[config.mk]
export PLATFORM = sky130hd
export DESIGN_NAME = vivaldi_seq_flat
export DESIGN_NICKNAME = d
export VERILOG_FILES = /design/src/rtl/vivaldi_seq_if.sv /design/src/rtl/vivaldi_seq.sv /design/src/flat_wrapper.sv
export SDC_FILE = /design/constraint.sdc
export NUM_CORES = 1
export LEC_CHECK = 0
export ABC_AREA = 1
export BUFFER_PORTS_ARGS = -buffer_cell sky130_fd_sc_hd__buf_2
export CAP_MARGIN = 10
export CORE_UTILIZATION = 27
export DETAILED_ROUTE_END_ITERATION = 10
export PLACE_DENSITY = 0.53
export RECOVER_POWER = 50
export SLEW_MARGIN = 20
export SYNTH_ARGS = -nofsm -noshare
export SYNTH_HDL_FRONTEND = slang
export SYNTH_SLANG_ARGS = --single-unit
[constraint.sdc]
create_clock -name clk_i -period 2 [get_ports clk_i]
set_input_delay 0.5 -clock clk_i [delete_from_list [all_inputs] [get_ports clk_i]]
set_output_delay 0.5 -clock clk_i [all_outputs]
set_load 0.05 [all_outputs]
[src/rtl/vivaldi_seq_if.sv]
// vivaldi_seq control/config bundle: table programming, run control and oscillator drive.
// VIVALDI_SEQ_LOOP_EN adds the loop_i request line.
interface vivaldi_seq_if #(
    parameter int NUM_STEPS = 8,
    parameter int DUR_W     = 24,
    parameter int AW        = $clog2(NUM_STEPS)
);
    logic             cfg_we_i;
    logic [AW-1:0]    cfg_addr_i;
    logic [1:0]       cfg_wave_i;
    logic [6:0]       cfg_gain_i;
    logic [DUR_W-1:0] cfg_dur_i;
    logic [AW:0]      num_steps_i;
    logic             start_i;
    logic             stop_i;
    logic             sample_tick_i;
`ifdef VIVALDI_SEQ_LOOP_EN
    logic             loop_i;
`endif
    logic [1:0]       wave_sel_o;
    logic [6:0]       gain_o;
    logic             osc_en_o;
    logic [AW-1:0]    step_o;
    logic             busy_o;
    logic             done_o;

    modport master (
        output cfg_we_i, cfg_addr_i, cfg_wave_i, cfg_gain_i, cfg_dur_i,
        output num_steps_i, start_i, stop_i, sample_tick_i,
`ifdef VIVALDI_SEQ_LOOP_EN
        output loop_i,
`endif
        input  wave_sel_o, gain_o, osc_en_o, step_o, busy_o, done_o
    );

    modport slave (
        input  cfg_we_i, cfg_addr_i, cfg_wave_i, cfg_gain_i, cfg_dur_i,
        input  num_steps_i, start_i, stop_i, sample_tick_i,
`ifdef VIVALDI_SEQ_LOOP_EN
        input  loop_i,
`endif
        output wave_sel_o, gain_o, osc_en_o, step_o, busy_o, done_o
    );
endinterface

[src/rtl/vivaldi_seq.sv]
// Step sequencer driving vivaldi oscillator wave/gain/enable from a small program table.
// Define VIVALDI_SEQ_LOOP_EN to allow the program to repeat while loop_i is high.
module vivaldi_seq #(
    parameter int NUM_STEPS = 8,
    parameter int DUR_W     = 24,
    parameter int AW        = $clog2(NUM_STEPS)
) (
    input logic         clk_i,
    input logic         rst_ni,
    vivaldi_seq_if.slave io
);

    typedef enum logic [1:0] {
        S_IDLE,
        S_LOAD,
        S_PLAY
    } state_e;

    localparam logic [AW:0]      MAX_LEN  = (AW+1)'(NUM_STEPS);
    localparam logic [AW:0]      LEN_ONE  = (AW+1)'(1);
    localparam logic [AW-1:0]    STEP_ONE = AW'(1);
    localparam logic [DUR_W-1:0] CNT_ONE  = DUR_W'(1);
    localparam logic [6:0]       GAIN_MAX = 7'd100;

    state_e state_q, state_d;

    logic [1:0]       tbl_wave [NUM_STEPS];
    logic [6:0]       tbl_gain [NUM_STEPS];
    logic [DUR_W-1:0] tbl_dur  [NUM_STEPS];

    logic [AW-1:0]    step_q, step_d;
    logic [AW:0]      len_q, len_d;
    logic [DUR_W-1:0] cnt_q, cnt_d;
    logic [1:0]       wave_q, wave_d;
    logic [6:0]       gain_q, gain_d;
    logic             en_q, en_d;
    logic             done_q, done_d;
    logic             busy_q;

    logic [AW:0]      len_in;
    logic [6:0]       gain_wr;
    logic             last_step;
    logic             step_end;
    logic             loop_en;
    logic [1:0]       rd_wave;
    logic [6:0]       rd_gain;
    logic [DUR_W-1:0] rd_dur;

`ifdef VIVALDI_SEQ_LOOP_EN
    assign loop_en = io.loop_i;
`else
    assign loop_en = 1'b0;
`endif

    assign len_in    = (io.num_steps_i > MAX_LEN) ? MAX_LEN : io.num_steps_i;
    assign gain_wr   = (io.cfg_gain_i > GAIN_MAX) ? GAIN_MAX : io.cfg_gain_i;
    assign last_step = (({1'b0, step_q}) + LEN_ONE) == len_q;
    assign rd_wave   = tbl_wave[step_q];
    assign rd_gain   = tbl_gain[step_q];
    assign rd_dur    = tbl_dur[step_q];

    // Table is frozen for the whole run so a running program is never disturbed.
    always_ff @(posedge clk_i or negedge rst_ni) begin
        if (!rst_ni) begin
            for (int i = 0; i < NUM_STEPS; i++) begin
                tbl_wave[i] <= '0;
                tbl_gain[i] <= '0;
                tbl_dur[i]  <= '0;
            end
        end else if (io.cfg_we_i && state_q == S_IDLE) begin
            tbl_wave[io.cfg_addr_i] <= io.cfg_wave_i;
            tbl_gain[io.cfg_addr_i] <= gain_wr;
            tbl_dur[io.cfg_addr_i]  <= io.cfg_dur_i;
        end
    end

    always_ff @(posedge clk_i or negedge rst_ni) begin
        if (!rst_ni) begin
            state_q <= S_IDLE;
            step_q  <= '0;
            len_q   <= '0;
            cnt_q   <= '0;
            wave_q  <= '0;
            gain_q  <= '0;
            en_q    <= 1'b0;
            done_q  <= 1'b0;
            busy_q  <= 1'b0;
        end else begin
            state_q <= state_d;
            step_q  <= step_d;
            len_q   <= len_d;
            cnt_q   <= cnt_d;
            wave_q  <= wave_d;
            gain_q  <= gain_d;
            en_q    <= en_d;
            done_q  <= done_d;
            busy_q  <= (state_d != S_IDLE);
        end
    end

    always_comb begin
        state_d  = state_q;
        step_d   = step_q;
        len_d    = len_q;
        cnt_d    = cnt_q;
        wave_d   = wave_q;
        gain_d   = gain_q;
        en_d     = en_q;
        done_d   = 1'b0;
        step_end = 1'b0;

        unique case (state_q)
            S_IDLE: begin
                if (io.start_i) begin
                    if (io.num_steps_i == '0) begin
                        done_d = 1'b1;
                    end else begin
                        len_d   = len_in;
                        step_d  = '0;
                        state_d = S_LOAD;
                    end
                end
            end
            S_LOAD: begin
                // A zero-length step leaves the outputs untouched.
                if (rd_dur == '0) begin
                    step_end = 1'b1;
                end else begin
                    wave_d  = rd_wave;
                    gain_d  = rd_gain;
                    en_d    = 1'b1;
                    cnt_d   = rd_dur;
                    state_d = S_PLAY;
                end
            end
            S_PLAY: begin
                if (io.sample_tick_i) begin
                    cnt_d = cnt_q - CNT_ONE;
                    if (cnt_q == CNT_ONE) begin
                        step_end = 1'b1;
                    end
                end
            end
            default: begin
                state_d = S_IDLE;
            end
        endcase

        if (step_end) begin
            if (!last_step) begin
                step_d  = step_q + STEP_ONE;
                state_d = S_LOAD;
            end else if (loop_en) begin
                step_d  = '0;
                state_d = S_LOAD;
            end else begin
                state_d = S_IDLE;
                en_d    = 1'b0;
                gain_d  = '0;
                done_d  = 1'b1;
            end
        end

        // Abort wins over start, step end and completion alike.
        if (io.stop_i) begin
            state_d = S_IDLE;
            step_d  = step_q;
            len_d   = len_q;
            en_d    = 1'b0;
            gain_d  = '0;
            done_d  = 1'b0;
        end
    end

    assign io.wave_sel_o = wave_q;
    assign io.gain_o     = gain_q;
    assign io.osc_en_o   = en_q;
    assign io.step_o     = step_q;
    assign io.busy_o     = busy_q;
    assign io.done_o     = done_q;

endmodule

[src/flat_wrapper.sv]
// flat-port wrapper written by rule: the top's interface ports become plain ports
module vivaldi_seq_flat 
#(
    parameter int NUM_STEPS = 8,
    parameter int DUR_W     = 24,
    parameter int AW        = $clog2(NUM_STEPS)
)
  (clk_i, rst_ni, io_cfg_we_i, io_cfg_addr_i, io_cfg_wave_i, io_cfg_gain_i, io_cfg_dur_i, io_num_steps_i, io_start_i, io_stop_i, io_sample_tick_i, io_wave_sel_o, io_gain_o, io_osc_en_o, io_step_o, io_busy_o, io_done_o);
  vivaldi_seq_if #(.NUM_STEPS(NUM_STEPS), .DUR_W(DUR_W), .AW(AW)) io_i ();
  input logic clk_i;
  input logic rst_ni;
  input wire logic [$bits(io_i.cfg_we_i)-1:0] io_cfg_we_i;
  input wire logic [$bits(io_i.cfg_addr_i)-1:0] io_cfg_addr_i;
  input wire logic [$bits(io_i.cfg_wave_i)-1:0] io_cfg_wave_i;
  input wire logic [$bits(io_i.cfg_gain_i)-1:0] io_cfg_gain_i;
  input wire logic [$bits(io_i.cfg_dur_i)-1:0] io_cfg_dur_i;
  input wire logic [$bits(io_i.num_steps_i)-1:0] io_num_steps_i;
  input wire logic [$bits(io_i.start_i)-1:0] io_start_i;
  input wire logic [$bits(io_i.stop_i)-1:0] io_stop_i;
  input wire logic [$bits(io_i.sample_tick_i)-1:0] io_sample_tick_i;
  output wire logic [$bits(io_i.wave_sel_o)-1:0] io_wave_sel_o;
  output wire logic [$bits(io_i.gain_o)-1:0] io_gain_o;
  output wire logic [$bits(io_i.osc_en_o)-1:0] io_osc_en_o;
  output wire logic [$bits(io_i.step_o)-1:0] io_step_o;
  output wire logic [$bits(io_i.busy_o)-1:0] io_busy_o;
  output wire logic [$bits(io_i.done_o)-1:0] io_done_o;
  assign io_i.cfg_we_i = io_cfg_we_i;
  assign io_i.cfg_addr_i = io_cfg_addr_i;
  assign io_i.cfg_wave_i = io_cfg_wave_i;
  assign io_i.cfg_gain_i = io_cfg_gain_i;
  assign io_i.cfg_dur_i = io_cfg_dur_i;
  assign io_i.num_steps_i = io_num_steps_i;
  assign io_i.start_i = io_start_i;
  assign io_i.stop_i = io_stop_i;
  assign io_i.sample_tick_i = io_sample_tick_i;
  assign io_wave_sel_o = io_i.wave_sel_o;
  assign io_gain_o = io_i.gain_o;
  assign io_osc_en_o = io_i.osc_en_o;
  assign io_step_o = io_i.step_o;
  assign io_busy_o = io_i.busy_o;
  assign io_done_o = io_i.done_o;
  vivaldi_seq #(.NUM_STEPS(NUM_STEPS), .DUR_W(DUR_W), .AW(AW)) u_core (.clk_i(clk_i), .rst_ni(rst_ni), .io(io_i));
endmodule
==> impl_metrics.ini <==
[outcome]
status = complete, but fails checks
violations = DRC, setup timing

[layout]
stdcell_area_um2 = 19280
drive_above_1_share = 0.1777
fin_nets = 2192
area_growth_pct = 28.42
instances_no_fill = 2915
fin_util = 0.3507
final_common_cell = nand2_1
most-common-layout-cells = nand2_1, o21ai_0, dfrtp_1

[setup_path]
worst-setup-path-type = register to register
end_kind = register
path_buf_inv = 4
path_delay_family = simple AND/OR/NAND/NOR gates
critical_path_peak_fanout = 8
startpoint_type = register
cp_data_required_time_ns = 2.44
crit_slowest_cell = dfrtp_4
cpPeakStageDelay_ns = 0.48
crit_arrival_ns = 2.95
path_cells = buf_12 > buf_12 > buf_12 > clkbuf_16 > nand2_1 > nand3_1 > nand3_2 > nand2_2 > nand2_1 > nor2_1 > nand2_1 > nor2_4 > nand3_4 > nand2_4 > nand3b_1 > nand2_4 > nor2_1

[placement]
dpl_cell_area_um2 = 17260
hpwlAfterDp_mm = 29.27
gp_congestion = 0.8189
dp.cells = 2817
portBuffers = 60
pre_cts_ws_ns = -0.5524

[global_route]
antenna_found_initial = 0
grt_pass1_vias = 12870
track_usage = 0.1586
grt_pass1_wl_mm = 71.21
grt_max_degree = 61
grt_overflow_total = 0

[sta]
layout_setup_ws_ns = -0.5101
setup_viol = 43
tightest_slew_ns = 0.7704
period_minus_slack_ns = 2.510
grt_setup_unrepaired = yes
slew_violations = 0
skew_ns = 0.04013
hold_violations = 0
slew_headroom = 0.4864
fin_crit_sh = 1.255
hold_slack_ns = 0.1899
tns_ns = -18.82
fmax_mhz = 398.4

[cts]
cts-buffers-inserted = 37
path_clk_slew_ns = 0.06
htree_levels = 2
insertion_delay_ns = 0.57
clockBufferDepth = 3
cts_tree = done
cts.sinks = 309
root_buffer = clkbuf_16

[run]
drv_cap = 0

[floorplan]
core-area_um2 = 54990
initial_core_util = 0.2731
ios = 61
rows = 86
dieHeight_um = 237.8
dieArea_um2 = 56570
fp.dieW_um = 237.8

[drt]
first_pass_iters = 8
route.detailed.drc = 2
drt_iter0_markers = 981
wire_per_inst_um = 15.75
detail-route-antenna-nets = 0
wl_mm = 45.93
viasPerCell = 4.603
num_vias = 13420

[logic_synthesis]
synth-seq-area-share = 0.5149
synthFlopType = dfrtp_1
synthSimpleGateAreaFrac = 0.2401
syn_area_um2 = 15020
synthAdderAreaFrac = 0.005832
ys_seq_elements = 309
syn_avg_cell_area_um2 = 7.588
synth_top_family_by_area = simple AND/OR/NAND/NOR gates
synth_fp_nets = 2032
ys_async_sr_fraction = 1.000
syn_inst = 1979
synth_cell_types = 38
synth_xor_area_frac = 0.004083
synth_compound_area_frac = 0.1502
synth_edf_count = 0
ys_warn_count = 0
muxShareOfSynthArea = 0.001500

[min_path]
hold_class = input port to register

[power]
power.total_mw = 26.43
pwr-share-clk = 0.261
power.density_nw_per_um2 = 1370
p_switching_mw = 9.462
p_leak_nw = 9.189
p_sw_frac = 0.3580
power.internal_mw = 16.97
pwr-share-comb = 0.336
power_frac_seq = 0.404
peakVddDrop_mv = 0.5852
## worst reg2reg max path, stage by stage, from the launching register on
cell	delay [ns]
dfrtp_4	0.48
buf_12	0.13
buf_12	0.13
buf_12	0.14
clkbuf_16	0.13
nand2_1	0.05
nand3_1	0.08
nand3_2	0.08
nand2_2	0.09
nand2_1	0.05
nor2_1	0.13
nand2_1	0.10
nor2_4	0.15
nand3_4	0.14
nand2_4	0.10
nand3b_1	0.18
nand2_4	0.18
nor2_1	0.06
## power by group through the flow
stage	sequential [mW]	combinational (mW)	clock, mW
after floorplan	10.6	5.28	0
after global placement	10.6	8.19	0
after detailed placement	10.7	8.35	0
after CTS	10.6	8.51	7.07
after global routing	11.0	10.1	7.36
final	10.7	8.87	6.89
## worst paths after layout
check                                                      from  cells past startpoint  slack, ns                               to
worst min-delay path                           io_cfg_dur_i[10]                      3       0.19   u_core.tbl_dur[10]$_DFFE_PN0P_
min in group asynchronous                                rst_ni                      2       0.52    u_core.io.gain_o[5]$_DFF_PN0_
worst max register to register  u_core.io.step_o[0]$_DFFE_PN0N_                     17      -0.51    u_core.io.gain_o[4]$_DFF_PN0_
max in group asynchronous                                rst_ni                      4       0.13  u_core.tbl_dur[113]$_DFFE_PN0P_
worst max-delay path            u_core.io.step_o[0]$_DFFE_PN0N_                     17      -0.51    u_core.io.gain_o[4]$_DFF_PN0_
worst min register to register   u_core.tbl_dur[77]$_DFFE_PN0P_                      2       0.47   u_core.tbl_dur[77]$_DFFE_PN0P_
## per-layer routing
metal | routed length, um | track usage | up-vias
met5 | 0 | 0 | -
met4 | 1177 | 0.04673 | 0
met3 | 1891 | 0.02279 | 65
met2 | 21880 | 0.2634 | 292
met1 | 20980 | 0.2137 | 6429
li1 | - | - | 6633
## state kept, by name (all words and copies together) (netlist names)
register	cells
u_core.io.gain_o	7
u_core.cnt_q	24
u_core.io.done_o	1
u_core.io.wave_sel_o	2
u_core.len_q	4
u_core.state_q	2
u_core.tbl_gain	56
u_core.io.osc_en_o	1
u_core.io.busy_o	1
u_core.io.step_o	3
u_core.tbl_wave	16
u_core.tbl_dur	192
## final cells by class
cell class              count  area [um^2]
diodes                      1        2.502
clock buffers              51         1049
clock inverters            15        210.2
fillers                  5749        35700
inverters                 186        723.2
multi-input cells        1364         6325
flip-flops and latches    309         7739
well taps                 748        935.9
repair buffers            240         2292
repair inverters            1        8.758
## timing repair
| item | in CTS | in global routing |
|---|---|---|
| resized for setup | 24 | 111 |
| hold buffers | 1 | 0 |
| cloned | 0 | 10 |
| buffers inserted | 0 | 20 |
| endpoints found under the hold margin | 17 | 0 |
| endpoints found under the setup margin | 67 | 111 |
| pin swaps | 0 | 28 |
## synth_stat cells, types with 10 or more instances
| cell type | count | area [um^2] |
|---|---|---|
| o21ai_0 | 335 | 1677 |
| a21oi_1 | 19 | 95.09 |
| o21ai_1 | 44 | 220.2 |
| nor2_1 | 218 | 818.3 |
| inv_1 | 179 | 671.9 |
| nand3_1 | 90 | 450.4 |
| dfrtp_1 | 309 | 7732 |
| buf_4 | 10 | 75.07 |
| clkbuf_1 | 74 | 277.8 |
| buf_2 | 22 | 110.1 |
| nand2_1 | 580 | 2177 |
## logic make-up (layout without fill, tap and decap cells)
family          Yosys count  in the layout
fa+ha+maj                 7              7
mux                       2              2
other cells               0              1
flops                   309            309
compound gates          434            434
xor+xnor                  7              7
buf+inv                 306            493
simple gates            914            914
Note: power is estimated with default switching activity, not from simulation.
